--- src/rtl/sumador_pkg.sv ---
// Shared mode encoding and default widths for the sumador accumulator block.
package sumador_pkg;

  typedef enum logic [1:0] {
    MODE_ADD = 2'b00,
    MODE_SUB = 2'b01,
    MODE_ACC = 2'b10,
    MODE_CLR = 2'b11
  } mode_e;

  localparam int DEF_WIDTH     = 4;
  localparam int DEF_ACC_WIDTH = 8;

endpackage

--- src/rtl/sumador_core.sv ---
// Combinational N-bit adder with carry-in and carry-out.
module sumador_core #(
  parameter int N = 4
) (
  input  logic [N-1:0] a_i,
  input  logic [N-1:0] b_i,
  input  logic         cin_i,
  output logic [N-1:0] sum_o,
  output logic         cout_o
);

  assign {cout_o, sum_o} = {1'b0, a_i} + {1'b0, b_i} + {{N{1'b0}}, cin_i};

endmodule

--- src/rtl/sumador_acc.sv ---
// Add/sub/accumulate/clear unit with valid/ready input and a one-deep registered output.
// Optional macro SUMADOR_SATURATE_EN makes ACC saturate high and SUB saturate at zero.
module sumador_acc
  import sumador_pkg::*;
#(
  parameter int WIDTH     = DEF_WIDTH,
  parameter int ACC_WIDTH = DEF_ACC_WIDTH
) (
  input  logic                 clk,
  input  logic                 reset,
  input  logic                 in_valid,
  output logic                 in_ready,
  input  logic [WIDTH-1:0]     op_a,
  input  logic [WIDTH-1:0]     op_b,
  input  logic                 cin,
  input  logic [1:0]           mode,
  output logic                 out_valid,
  input  logic                 out_ready,
  output logic [ACC_WIDTH-1:0] result,
  output logic                 cout,
  output logic                 overflow
);

  mode_e                 mode_s;
  logic                  accept;
  logic [WIDTH-1:0]      as_b;
  logic                  as_cin;
  logic [WIDTH-1:0]      as_sum;
  logic                  as_cout;
  logic [ACC_WIDTH-1:0]  acc_b;
  logic [ACC_WIDTH-1:0]  acc_sum;
  logic                  acc_cout;

  logic                  vld_q, vld_d;
  logic [ACC_WIDTH-1:0]  acc_q, acc_d;
  logic [ACC_WIDTH-1:0]  res_q, res_d;
  logic                  cout_q, cout_d;
  logic                  ovf_q, ovf_d;

`ifdef SUMADOR_SATURATE_EN
  function automatic logic [ACC_WIDTH-1:0] sat_acc(input logic [ACC_WIDTH-1:0] v,
                                                   input logic carry);
    return carry ? '1 : v;
  endfunction

  function automatic logic [ACC_WIDTH-1:0] sat_sub(input logic [ACC_WIDTH-1:0] v,
                                                   input logic no_borrow);
    return no_borrow ? v : '0;
  endfunction
`endif

  assign mode_s   = mode_e'(mode);
  assign in_ready = !vld_q | out_ready;
  assign accept   = in_valid & in_ready;

  // SUB is A + ~B + !borrow_in on the shared WIDTH-bit adder
  assign as_b   = (mode_s == MODE_SUB) ? ~op_b : op_b;
  assign as_cin = (mode_s == MODE_SUB) ? ~cin : cin;
  assign acc_b  = ACC_WIDTH'(op_a);

  sumador_core #(.N(WIDTH)) u_addsub (
    .a_i    (op_a),
    .b_i    (as_b),
    .cin_i  (as_cin),
    .sum_o  (as_sum),
    .cout_o (as_cout)
  );

  sumador_core #(.N(ACC_WIDTH)) u_accum (
    .a_i    (acc_q),
    .b_i    (acc_b),
    .cin_i  (cin),
    .sum_o  (acc_sum),
    .cout_o (acc_cout)
  );

  always_comb begin
    vld_d  = vld_q;
    acc_d  = acc_q;
    res_d  = res_q;
    cout_d = cout_q;
    ovf_d  = ovf_q;
    if (accept) begin
      vld_d = 1'b1;
      unique case (mode_s)
        MODE_ADD: begin
          res_d  = ACC_WIDTH'({as_cout, as_sum});
          cout_d = as_cout;
          ovf_d  = 1'b0;
        end
        MODE_SUB: begin
          cout_d = as_cout;
`ifdef SUMADOR_SATURATE_EN
          res_d  = sat_sub(ACC_WIDTH'(as_sum), as_cout);
          ovf_d  = ~as_cout;
`else
          res_d  = ACC_WIDTH'(as_sum);
          ovf_d  = 1'b0;
`endif
        end
        MODE_ACC: begin
`ifdef SUMADOR_SATURATE_EN
          acc_d  = sat_acc(acc_sum, acc_cout);
`else
          acc_d  = acc_sum;
`endif
          res_d  = acc_d;
          cout_d = acc_cout;
          ovf_d  = acc_cout;
        end
        MODE_CLR: begin
          acc_d  = '0;
          res_d  = '0;
          cout_d = 1'b0;
          ovf_d  = 1'b0;
        end
      endcase
    end else if (out_ready) begin
      vld_d = 1'b0;
    end
  end

  // Output/accumulator register stage; reset drops any in-flight accept
  always_ff @(posedge clk) begin
    if (reset) begin
      vld_q  <= 1'b0;
      acc_q  <= '0;
      res_q  <= '0;
      cout_q <= 1'b0;
      ovf_q  <= 1'b0;
    end else begin
      vld_q  <= vld_d;
      acc_q  <= acc_d;
      res_q  <= res_d;
      cout_q <= cout_d;
      ovf_q  <= ovf_d;
    end
  end

  assign out_valid = vld_q;
  assign result    = res_q;
  assign cout      = cout_q;
  assign overflow  = ovf_q;

endmodule

--- config.mk ---
export PLATFORM = sky130hd
export DESIGN_NAME = sumador_acc
export DESIGN_NICKNAME = d
export VERILOG_FILES = /design/src/rtl/sumador_pkg.sv /design/src/rtl/sumador_core.sv /design/src/rtl/sumador_acc.sv
export SDC_FILE = /design/constraint.sdc
export NUM_CORES = 1
export LEC_CHECK = 0
export CAP_MARGIN = 20
export CORE_MARGIN = 2
export CORE_UTILIZATION = 45
export DETAILED_ROUTE_END_ITERATION = 8
export DONT_BUFFER_PORTS = 1
export GPL_ROUTABILITY_DRIVEN = 0
export MAX_ROUTING_LAYER = met4
export PLACE_DENSITY = 0.63
export SYNTH_ARGS = -nofsm -noshare
export SYNTH_HDL_FRONTEND = slang
export SYNTH_HIERARCHICAL = 1
export SYNTH_SLANG_ARGS = --single-unit
--- constraint.sdc ---
create_clock -name clk -period 5.5 [get_ports clk]
set_input_delay 1.375 -clock clk [delete_from_list [all_inputs] [get_ports clk]]
set_output_delay 1.375 -clock clk [all_outputs]
set_load 0.02 [all_outputs]
**Word level (Yosys, flattened, before mapping)**

Index checks and enable logic that the tools add are counted.

- Input bits: 15
- Output and inout bits: 12
- Register bits: 19
- Word-level logic and storage cells: 31

- Reduce and logical (&&, ||, !) cells: 7
- Muxes and demuxes: 8
- Equal/unequal tests: 3
- Bitwise operators: 4
- $add $sub $neg: 4

Operators with widths:

| operator | number |
|---|---|
| 8-bit one-hot mux with 4 select lines | 1 |
| 8-bit one-hot mux with 2 select lines | 1 |
| 8-bit by 4-bit adder with 9-bit output | 1 |
| 9-bit by 1-bit adder with 9-bit output | 1 |
| 4-bit by 4-bit adder with 5-bit output | 1 |
| 5-bit by 1-bit adder with 5-bit output | 1 |
| 2-bit equality test (second input constant) | 2 |
| 4-bit 2-to-1 mux | 1 |
| 4-bit inverter | 1 |
| 2-bit nonzero test | 2 |
| 1-bit 2-to-1 mux | 3 |
| 1-bit one-hot mux with 3 select lines | 1 |
| 3-bit OR reduction | 1 |
| 2-bit by 1-bit equality test with 1-bit output (second input constant) | 1 |
| 2-bit zero test | 1 |
| 1-bit one-hot mux with 2 select lines | 1 |
| 2-bit AND reduction | 1 |
| 2-bit OR reduction | 1 |
| 1-bit bitwise AND | 1 |
| 1-bit zero test | 1 |
| 1-bit inverter | 1 |
| 1-bit OR | 1 |

**Logic depth before layout (Yosys ltp)**

Gate-level depths: netlist of run 1.

- Depth after elaboration: 5
- Gate-level depth with buffers: 13
- Depth with buffers taken out: 11

**Modules after synthesis**

Netlist of run 1, hierarchy kept.

By module, submodules not included:

| module | seq. area each (um^2) | cells each | area each (um^2) | times used |
|---|---|---|---|---|
| sumador_acc | 380.4 | 91 | 920.9 | 1 |
| sumador_core at u_accum | 0.0 | 42 | 331.6 | 1 |
| sumador_core at u_addsub | 0.0 | 16 | 143.9 | 1 |

**Worst setup path before layout of run 1**

No wires, ideal clock.

- Path kind: input -> register
- Start: input port mode[0]
- End: register res_q[4] (netlist: result[4])
- Path slack: 1952 ps
- Setup time: 101 ps
- Required time: 5399 ps
- Stages: 13
- Data arrival time: 3447 ps
- Buffers on the path: 2
- Cell sequence: clkbuf_1 -> nand2b_1 -> buf_2 -> xnor2_1 -> fa_1 -> inv_1 -> fa_1 -> nor2b_1 -> o21ai_0 -> nand2b_1 -> or2b_2 -> a21boi_0 -> o41ai_1

- Cells in the longest elaborated chain, start to end: 5
- Elaborated cells between the ends (all ways): 9
- Classes of those cells: add/sub: 2; eq/ne: 3; mux: 3; reduce/logical: 1

Ends and longest elaborated chain:

| item | line | source |
|---|---|---|
| start: declaration | sumador_acc.sv:16 | `input logic [1:0] mode,` |
| 2-bit by 1-bit equality test with 1-bit output | sumador_acc.sv:57 | `assign as_b = (mode_s == MODE_SUB) ? ~op_b : op_b;` |
| 4-bit 2-to-1 mux | sumador_acc.sv:57 |  |
| via as_b[0] | sumador_acc.sv:26 | `logic [WIDTH-1:0] as_b;` |
| 4-bit by 4-bit adder with 5-bit output | sumador_core.sv:12 | `assign {cout_o, sum_o} = {1'b0, a_i} + {1'b0, b_i} + {{N{1'b0}}, cin_i};` |
| 5-bit by 1-bit adder with 5-bit output | sumador_core.sv:12 |  |
| via as_cout | sumador_acc.sv:29 | `logic as_cout;` |
| 8-bit one-hot mux with 4 select lines | sumador_acc.sv:85 | `unique case (mode_s)` |
| end signal: assignment | sumador_acc.sv:134 | `res_q <= res_d;` |
| end: declaration | sumador_acc.sv:36 | `logic [ACC_WIDTH-1:0] res_q, res_d;` |

The timed path passes the listed nets, and every way through them passes these cells.
A chain may end at the register's enable or synchronous reset.

**Worst setup path after layout of run 1**

- Start: input port out_ready
- End: output port in_ready

- Cells in the longest elaborated chain, start to end: 1

Ends and longest elaborated chain:

| item | line | source |
|---|---|---|
| start: declaration | sumador_acc.sv:18 | `input logic out_ready,` |
| 1-bit OR | sumador_acc.sv:53 | `assign in_ready = !vld_q \| out_ready;` |
| end: declaration | sumador_acc.sv:12 | `output logic in_ready,` |

Every way passes these cells.

==> results of run 1 <==
sequential cells by signal (all words and copies together), names as in the netlist:
| signal | cells |
|---|---|
| acc_q | 8 |
| cout | 1 |
| out_valid | 1 |
| overflow | 1 |
| result | 8 |
cells by family (layout without fill, tap and decap cells):
logic type | Yosys count | count (layout)
xor gates and xnor gates | 11 | 11
muxes | 1 | 1
buffers and inverters | 16 | 13
AOI/OAI and AO/OA | 46 | 46
and+or+nand+nor | 41 | 41
adders and majority gates | 14 | 14
other | 1 | 4
DFF | 19 | 19
report_power, final:
group | internal (mW) | switching (mW) | total, mW
Clock | 0.0271 | 0.0430 | 0.0701
Combinational | 0.0381 | 0.0435 | 0.0817
Sequential | 0.145 | 0.0105 | 0.155
Total | 0.210 | 0.0970 | 0.307
tightest hold or removal path, cell delays in order, from the launching register on:
cell and delay, ps:
dfxtp_1 330, o21ai_0 70, a21oi_1 60
placed cells by master (no fill, tap or decap), types with 4 or more instances in the layout:
| master | count |
|---|---|
| and4_2 | 4 |
| inv_1 | 8 |
| a221o_2 | 5 |
| fa_1 | 4 |
| nor2b_1 | 4 |
| dfxtp_1 | 19 |
| ha_1 | 10 |
| xnor2_1 | 9 |
| o21ai_0 | 11 |
| a21oi_1 | 15 |
| conb_1 | 4 |
| and2b_2 | 4 |
| nand4b_1 | 8 |
| nand2_1 | 4 |
cell type report:
| cell class | count | area share [%] |
|---|---|---|
| Multi-Input combinational cell | 117 | 66.4 |
| Clock inverter | 1 | 0.348 |
| Inverter | 9 | 2.35 |
| Tap cell | 33 | 2.87 |
| Sequential cell | 19 | 26.5 |
| Clock buffer | 3 | 1.57 |
metrics by stage:
step | power, mW | instances
6_report | 0.307 | 182
5_1_grt | 0.330 | 182
4_1_cts | 0.311 | 182
3_5_place_dp | 0.240 | 178
3_3_place_gp | 0.236 | 178
2_1_floorplan | 0.227 | 152
layer usage:
metal,vias to the layer above,wire (um)
met5,-,0
met4,0,10
met3,2,193
met2,33,1450
met1,550,1310
li1,545,-
worst min path at each step:
stage	startpoint	slack, ps	depth (start not counted)	to
floorplan	acc_q[2]	450	2	acc_q[2]
global placement	acc_q[3]	460	2	acc_q[3]
detailed placement	acc_q[4]	470	2	acc_q[4]
CTS	acc_q[4]	480	2	acc_q[4]
global route	acc_q[5]	510	2	acc_q[5]
finish	acc_q[5]	480	2	acc_q[5]
==> qor.yml, run 1 <==
run_status:
  status: "finished clean"
critical_path:
  path_depth: 2
  critPathMaxStageDelay_ps: 380
  cp_cell_sequence: "nor2b_4 -> inv_1"
  cp-start-kind: "input port"
  crit_type: "in2out"
  slowest_stage: "inv_1"
  cp_data_required_time_ps: 4120
  critPathTopFamily: "buffers and inverters"
  worstPathBufferInverterCount: 1
  reg2reg_from: "acc_q[0]"
  crit_end: "in_ready"
  rrSetupSlack_ps: 3140
  reg2reg_depth: 7
  r2r_end: "cout"
  arrival_ps: 2050
  critPathMaxFanout: 16
  crit_path_end_kind: "output pin"
  critPathLaunch: "out_ready"
logic_synthesis:
  yosysWarnings: 6
  synth_compound_area_share_pct: 22.7
  synth_top_family_by_area: "compound AO/OA/AOI/OAI gates"
  ys_ff_latch: 19
  synth.area.top_cells: "dfxtp_1 (27%), ha_1 (9.0%), fa_1 (5.7%)"
  synth.yosys.seq_area_share_pct: 27.2
  synth_top_cell_by_area: "dfxtp_1"
  async_flop_share_pct: 0
  synth_edf_count: 0
  synth.area.mux_share_pct: 0.717
  syn-cell-area_mm2: 0.00140
  synth.distinct_cells: 41
  yosysMostFrequentCell: "dfxtp_1"
  synth_cells: 149
  synthTopCellsByCount: "dfxtp_1 (19), a21oi_1 (15), o21ai_0 (11), ha_1 (10), xnor2_1 (9)"
  synth_xor_area_share_pct: 6.90
  synthSimpleGateAreaFrac_pct: 22.3
  avgSynthCellArea_um2: 9.37
  synth_adder_area_share_pct: 14.7
  synth_top_area_share_pct: 27.2
  synthFlopType: "dfxtp_1"
placed_design:
  pre_cts_ws_ps: 1890
  port_buffers: 0
  placed_cell_area_mm2: 0.00141
  dp_hpwl_um: 2290
sta:
  hold_ws_ps: 481
  fmax_mhz: 292
  finalSetupViolCount: 0
  skew_ps: 2.49
  fin_tns_setup_ps: 0
  worst_pin_slew_ps: 633
  maxSlewViolCount: 0
  final.setup.worst_slack_ps: 2080
  final.min_clock_period_ps: 3420
  rsz0062_at_grt: "no"
  hold_viol: 0
  slew_headroom_pct: 57.8
  period_share_pct: 62.2
floorplan:
  die_h_um: 59.7
  rows: 20
  die_area_mm2: 0.00356
  ioPinCount: 27
  core_area_mm2: 0.00300
  initial_core_util_pct: 46.5
  die_w_um: 59.7
power_and_ir_drop:
  powerDensity_mw_per_mm2: 214
  vdd_ir_drop_max_uv: 98.2
  p_leak_nw: 0.598
clock_tree:
  worstSkewPairLatency_ps: 300
  clockBufferDepth: 2
  h-tree-depth: 1
  root_buffer: "clkbuf_4"
  clk_pin_slew_ps: 110
  post_cts_buffers: 0
  ctsResizeCount: 0
  tritoncts: "done"
  cts_hold_repair.buffers: 0
  cts_sinks: 19
  cts_buffers: 3
final_layout:
  drive_above_1_share_pct: 17.4
  multiInputGateArea_um2: 955
  nets: 179
  area_growth_pct: 2.96
  fin_util_pct: 47.9
  finish.instance_area_mm2: 0.00144
  register_area_um2: 380
  fillerInstances: 305
  n_antenna_cell: 0
global_route:
  grt_overflow_total: 0
  antenna_found_initial: 0
  grt-busiest-layer: "met2"
  grtUsageMet1_pct: 22.5
  grtUsageTotal_pct: 18.5
  grt_pass1_wl_um: 4890
  grt_pass1_vias: 1088
  grt_max_degree: 21
  met3_usage_pct: 6.28
  use_met2_pct: 30.7
detailed_routing:
  vias: 1130
  dr.first_iter.drc_count: 58
  routedWlPerCell_um: 16.3
  final_antenna_net_count: 0
  drc: 0
  wl_um: 2970
  via_per_inst: 6.21
  drt-pass1-iter-count: 4
run:
  max-cap-violations: 0
worst_hold_path:
  min_path_type: "reg2reg"
No activity file was read; power rests on OpenSTA's default activity.
==> run 2: changes to the inputs <==
--- a/config.mk
+++ b/config.mk
@@ -12,7 +12,7 @@
 export DONT_BUFFER_PORTS = 1
 export GPL_ROUTABILITY_DRIVEN = 0
 export MAX_ROUTING_LAYER = met4
-export PLACE_DENSITY = 0.63
+export PLACE_DENSITY = 0.65
 export SYNTH_ARGS = -nofsm -noshare
 export SYNTH_HDL_FRONTEND = slang
 export SYNTH_HIERARCHICAL = 1
==> constraint.sdc (replaced) <==
create_clock -name clk -period 3.1 [get_ports clk]
set_input_delay 0.775 -clock clk [delete_from_list [all_inputs] [get_ports clk]]
set_output_delay 0.775 -clock clk [all_outputs]
set_load 0.02 [all_outputs]
==> qor.yml, run 2 (synthesis gave the netlist of run 1 again) <==
run_status:
  status: "finished clean"  # unchanged
final_layout:
  final_common_cell: "dfxtp_1"  # unchanged
  register_area_um2: 380  # unchanged
  nets: 179  # unchanged
  mostFrequentLayoutCells: "dfxtp_1 (19), a21oi_1 (15), o21ai_0 (11), ha_1 (10), xnor2_1 (9)"  # unchanged
  multiInputGateArea_um2: 955  # unchanged
  n_antenna_cell: 0  # unchanged
  fillerInstances: 284  # was 305
  drive_above_1_share_pct: 17.4  # unchanged
  area_growth_pct: 2.96  # unchanged
  finish.instance_area_mm2: 0.00144  # unchanged
global_route:
  grt_pass1_vias: 1031  # was 1088
  grt_overflow_total: 0  # unchanged
  grt_pass1_wl_um: 4660  # was 4890 um
  grtUsageTotal_pct: 18.1  # was 18.5%
  antenna_found_initial: 0  # unchanged
  grt_max_degree: 21  # unchanged
critical_path:
  r2r_end: "cout"  # unchanged
  critPathMaxFanout: 6  # was 16
  cp-start-kind: "input port"  # unchanged
  crit_end: "result[4]"  # was in_ready
  cp_data_required_time_ps: 3320  # was 4120 ps
  arrival_ps: 2840  # was 2050 ps
  rrSetupSlack_ps: 750  # was 3140 ps
  critPathLaunch: "mode[1]"  # was out_ready
  reg2reg_depth: 7  # unchanged
  reg2reg_from: "acc_q[0]"  # unchanged
  crit_type: "in2reg"  # was in2out
  crit_path_end_kind: "flip-flop"  # was output pin
floorplan:
  ioPinCount: 27  # unchanged
  rows: 20  # unchanged
  initial_core_util_pct: 46.5  # unchanged
  die_h_um: 59.7  # unchanged
  core_area_mm2: 0.00300  # unchanged
  die_w_um: 59.7  # unchanged
  die_area_mm2: 0.00356  # unchanged
detailed_routing:
  wl_um: 2890  # was 2970 um
  final_antenna_net_count: 0  # unchanged
  dr.first_iter.drc_count: 64  # was 58
  via_per_inst: 6.00  # was 6.21
  routedWlPerCell_um: 15.9  # was 16.3 um
  vias: 1092  # was 1130
  drt-pass1-iter-count: 4  # unchanged
  drc: 0  # unchanged
clock_tree:
  cts_hold_repair.buffers: 0  # unchanged
  clk_pin_slew_ps: 120  # was 110 ps
  cts_buffers: 3  # unchanged
  cts_sinks: 19  # unchanged
  worstSkewPairLatency_ps: 310  # was 300 ps
  tritoncts: "done"  # unchanged
  h-tree-depth: 1  # unchanged
  post_cts_buffers: 0  # unchanged
  root_buffer: "clkbuf_4"  # unchanged
  clockBufferDepth: 2  # unchanged
  ctsResizeCount: 0  # unchanged
power_and_ir_drop:
  powerDensity_mw_per_mm2: 384  # was 214 mW/mm2
  p_leak_nw: 0.598  # unchanged
  vdd_ir_drop_max_uv: 151  # was 98.2 uV
  p_total_mw: 0.552  # was 0.307 mW
placed_design:
  placed_cell_area_mm2: 0.00141  # unchanged
  pre_cts_ws_ps: 102  # was 1890 ps
  port_buffers: 0  # unchanged
  dp_hpwl_um: 2240  # was 2290 um
sta:
  hold_viol: 0  # unchanged
  final.min_clock_period_ps: 2620
  worst_pin_slew_ps: 609  # was 633 ps
  hold_ws_ps: 486  # was 481 ps
  maxSlewViolCount: 0  # unchanged
  rsz0062_at_grt: "no"  # unchanged
  fin_tns_setup_ps: 0  # unchanged
  slew_headroom_pct: 59.3  # was 57.8%
  period_share_pct: 84.5
  skew_ps: 4.99  # was 2.49 ps
  final.setup.worst_slack_ps: 481  # was 2080 ps
  fmax_mhz: 382
  finalSetupViolCount: 0  # unchanged
run:
  max-cap-violations: 0  # unchanged
worst_hold_path:
  min_path_type: "reg2reg"  # unchanged
==> run 2: cell counts in the layout (fill, tap and decap cells not counted) <==
No cell type changed its count.
==> run 2: how the worst min path moves through the flow <==
| stage | startpoint | to | slack, ps | cells past startpoint |
|---|---|---|---|---|
| final | acc_q[7] | acc_q[7] | 490 | 2 |
| after global routing | reset | acc_q[6] | 490 | 1 |
| after CTS | acc_q[4] | acc_q[4] | 480 | 2 |
| after detailed placement | acc_q[4] | acc_q[4] | 460 | 2 |
| after global placement | acc_q[3] | acc_q[3] | 460 | 2 |
| after floorplan | acc_q[2] | acc_q[2] | 450 | 2 |
==> run 2: cell type report <==
| cell class | count | area share [%] |
|---|---|---|
| Clock buffer | 3 | 1.57 |
| Multi-Input combinational cell | 117 | 66.4 |
| Clock inverter | 1 | 0.348 |
| Tap cell | 33 | 2.87 |
| Inverter | 9 | 2.35 |
| Sequential cell | 19 | 26.5 |
==> run 2: per-stage QoR <==
| step | utilization (%) | std cells |
|---|---|---|
| 6_report | 47.9 | 182 |
| 5_1_grt | 47.9 | 182 |
| 4_1_cts | 47.9 | 182 |
| 3_5_place_dp | 47.0 | 178 |
| 3_3_place_gp | 47.0 | 178 |
| 2_1_floorplan | - | 152 |
==> run 2: worst max-delay path, stage by stage <==
cell	delay [ps]
nand2b_1	240
xnor2_1	250
fa_1	220
inv_1	50
fa_1	390
nor2b_1	110
o21ai_0	80
nand2b_1	60
or2b_2	300
a21boi_0	130
o41ai_1	230
==> run 2: layer usage <==
layer | part of all wire [%] | routed length, um | GRT usage, %
met2 | 46 | 1330 | 27.8
met3 | 6.6 | 190 | 6.49
met5 | 0 | 0 | -
met1 | 46 | 1320 | 22.5
met4 | 1.3 | 38 | 4.76
==> run 2: power by group <==
part           switching (mW)  internal [mW]  leakage, nW
Combinational          0.0750         0.0674        0.425
Sequential             0.0187          0.257        0.155
Clock                  0.0856         0.0483       0.0177
Total                   0.179          0.373        0.598
==> patch: new RTL, config.mk and constraints of run 2 <==
Add a define of `SUMADOR_SATURATE_EN`.
--- a/src/rtl/sumador_acc.sv
+++ b/src/rtl/sumador_acc.sv
@@ -2,2 +2,4 @@
 // Optional macro SUMADOR_SATURATE_EN makes ACC saturate high and SUB saturate at zero.
+`define SUMADOR_SATURATE_EN
+
 module sumador_acc
Formal check against the unedited RTL: not equivalent (a bounded check fails within 4 cycles, from zero or initial values and one cycle with reset high).
==> patch against run 2 <==
Synthesized area decreased by 2.4%. Register-to-register slack got worse by 110 ps. Cell area decreased by 2.6%. Critical endpoint is now result[1]$_SDFFE_PP0P_. Cell count increased by 3.8%. Clock power decreased by 10%. Synthesized cell count increased by 6.0%. Sequential cell count unchanged. Routed wire length increased by 3.4%. Total power increased by 0.18%. Setup slack got worse by 160 ps.
==> patch: results (changes against run 2) <==
outcome: "completed"
hold_path_end: "acc_q[7]$_SDFFE_PP0P_"
async_flop_share: 0  # unchanged
skew_ps: 5.79  # +0.795 ps
root_buffer: "clkbuf_4"
r2r_start: "acc_q[0]$_SDFFE_PP0P_"
cp_data_arrival_time_ps: 2980  # +140 ps
ys_seq_area_frac: 0.279  # +0.00675
clk_pin_slew_ps: 100  # -20 ps
io_buffer_count: 0  # unchanged
grt_pass1_wl_um: 5080  # +8.9%
crit_family: "simple AND/OR/NAND/NOR gates"
peakVddDrop_mv: 0.232  # +53%
clock_path_buffers: 2  # unchanged
n_fill_cell: 287  # +1.1%
synth_commonest_cells: "a21oi_1, dfxtp_1, o21ai_0"
crit_slowest_cell: "fa_1"
grt_max_degree: 22  # +4.8%
ys_types: 36  # -12%
routed_wl_um: 2980  # +3.4%
vias: 1165  # +6.7%
antenna_found_initial: 0  # unchanged
r2r_slack_ps: 640  # -110 ps
track_usage: 0.195  # +0.0141
reg2reg_to: "acc_q[6]$_SDFFE_PP0P_"
cts_buffers: 3  # unchanged
synth.area.top_cells: "dfxtp_1, ha_1, a21oi_1, o21ai_0, fa_1"
min_path_type: "register to register"
cp_max_fo: 9  # +3
drt_first_pass_iters: 4  # unchanged
postCtsSetupBuffers: 0  # unchanged
hold_path.startpoint: "acc_q[7]$_SDFFE_PP0P_"
cts_resized: 0  # unchanged
diodes: 0  # unchanged
dpl-instance-area_um2: 1370  # -2.6%
grt_pass1_vias: 1131  # +9.7%
drt_iter0_drc: 40  # -38%
reg2regPathDepth: 9  # +2
whs_path_depth: 2  # unchanged
critical_path.max_stage_delay_ps: 400
leakage_nw: 0.541  # -9.5%
hold_slack_ps: 481  # -4.39 ps
ys_warn_count: 6  # unchanged
post_route_cells_drive_above_1_share: 0.0443  # -0.130
dominantRegCellSynth: "dfxtp_1"
clock_latency_ps: 290  # -20 ps
dp_hpwl_um: 2370  # +5.9%
htreeDepth: 1  # unchanged
nNetsFinal: 188  # +5.0%
==> patch: changes by cell type after synthesis, moves of 5 or more <==
cell,before,now
a21oi_1,15,23
o2111ai_1,0,8
o21ai_0,11,17
nand4b_1,8,0
a311oi_1,0,6
a221o_2,5,0
==> patch: layer usage <==
metal	share of wire	GRT usage
met5	0	-
met4	0.0047	0.0260
met3	0.053	0.0480
met2	0.45	0.317
met1	0.49	0.253
==> patch: metrics by stage <==
| stage | std cells | setup slack, ps | util | setup TNS, ps | total power [W] |
|---|---|---|---|---|---|
| floorplan | 161 | 351 | - | 0 | 0.000413 |
| global placement | 185 | 142 | 0.490 | 0 | 0.000432 |
| detailed placement | 185 | -5.33 | 0.490 | -5.33 | 0.000438 |
| CTS | 189 | 305 | 0.499 | 0 | 0.000555 |
| global route | 189 | 20.2 | 0.499 | 0 | 0.000590 |
| finish | 189 | 323 | 0.499 | 0 | 0.000553 |
==> patch: cell families (layout without fill, tap and decap cells) <==
| group | Yosys count | in the layout | synth area share |
|---|---|---|---|
| AO/OA/AOI/OAI | 64 | 64 | 0.299 |
| XOR/XNOR | 11 | 11 | 0.0707 |
| adder cells (fa/ha/maj) | 14 | 14 | 0.151 |
| buffers and inverters | 18 | 15 | 0.0643 |
| flip-flops | 19 | 19 | 0.279 |
| multiplexers | 1 | 1 | 0.00735 |
| other | 1 | 4 | 0.00275 |
| AND/OR/NAND/NOR | 30 | 30 | 0.126 |
==> patch: area by class of cell <==
cell class,count,area (µm²),area share
flip-flops and latches,19,380,0.272
inverters,9,33.8,0.0241
clock buffers,4,26.3,0.0188
multi-input cells,124,906,0.647
repair buffers,2,15.0,0.0107
well taps,31,38.8,0.0277
==> patch: worst reg2reg max path: stages, from the launching register on <==
cell and delay [ps]:
dfxtp_1 340, fa_1 460, fa_1 410, a21oi_1 210, nor2_1 60, nor2_1 140, o21ai_0 120, buf_4 190
o2111ai_1 300, a21oi_1 110
==> patch: how the worst max path moves through the flow <==
stage	slack [ps]	from	end
4_1_cts	310	mode[1]	result[1]$_SDFFE_PP0P_
2_1_floorplan	350	op_a[0]	acc_q[5]$_SDFFE_PP0P_
5_1_grt	20	mode[1]	result[1]$_SDFFE_PP0P_
6_report	320	mode[1]	result[1]$_SDFFE_PP0P_
3_5_place_dp	-5	mode[1]	result[1]$_SDFFE_PP0P_
3_3_place_gp	140	mode[1]	result[3]$_SDFFE_PP0P_
==> patch: where the power goes <==
part,switching (W),internal [W]
sequential,0.0000209,0.000258
clock,0.0000701,0.0000501
combinational,0.0000867,0.0000672
total,0.000178,0.000376
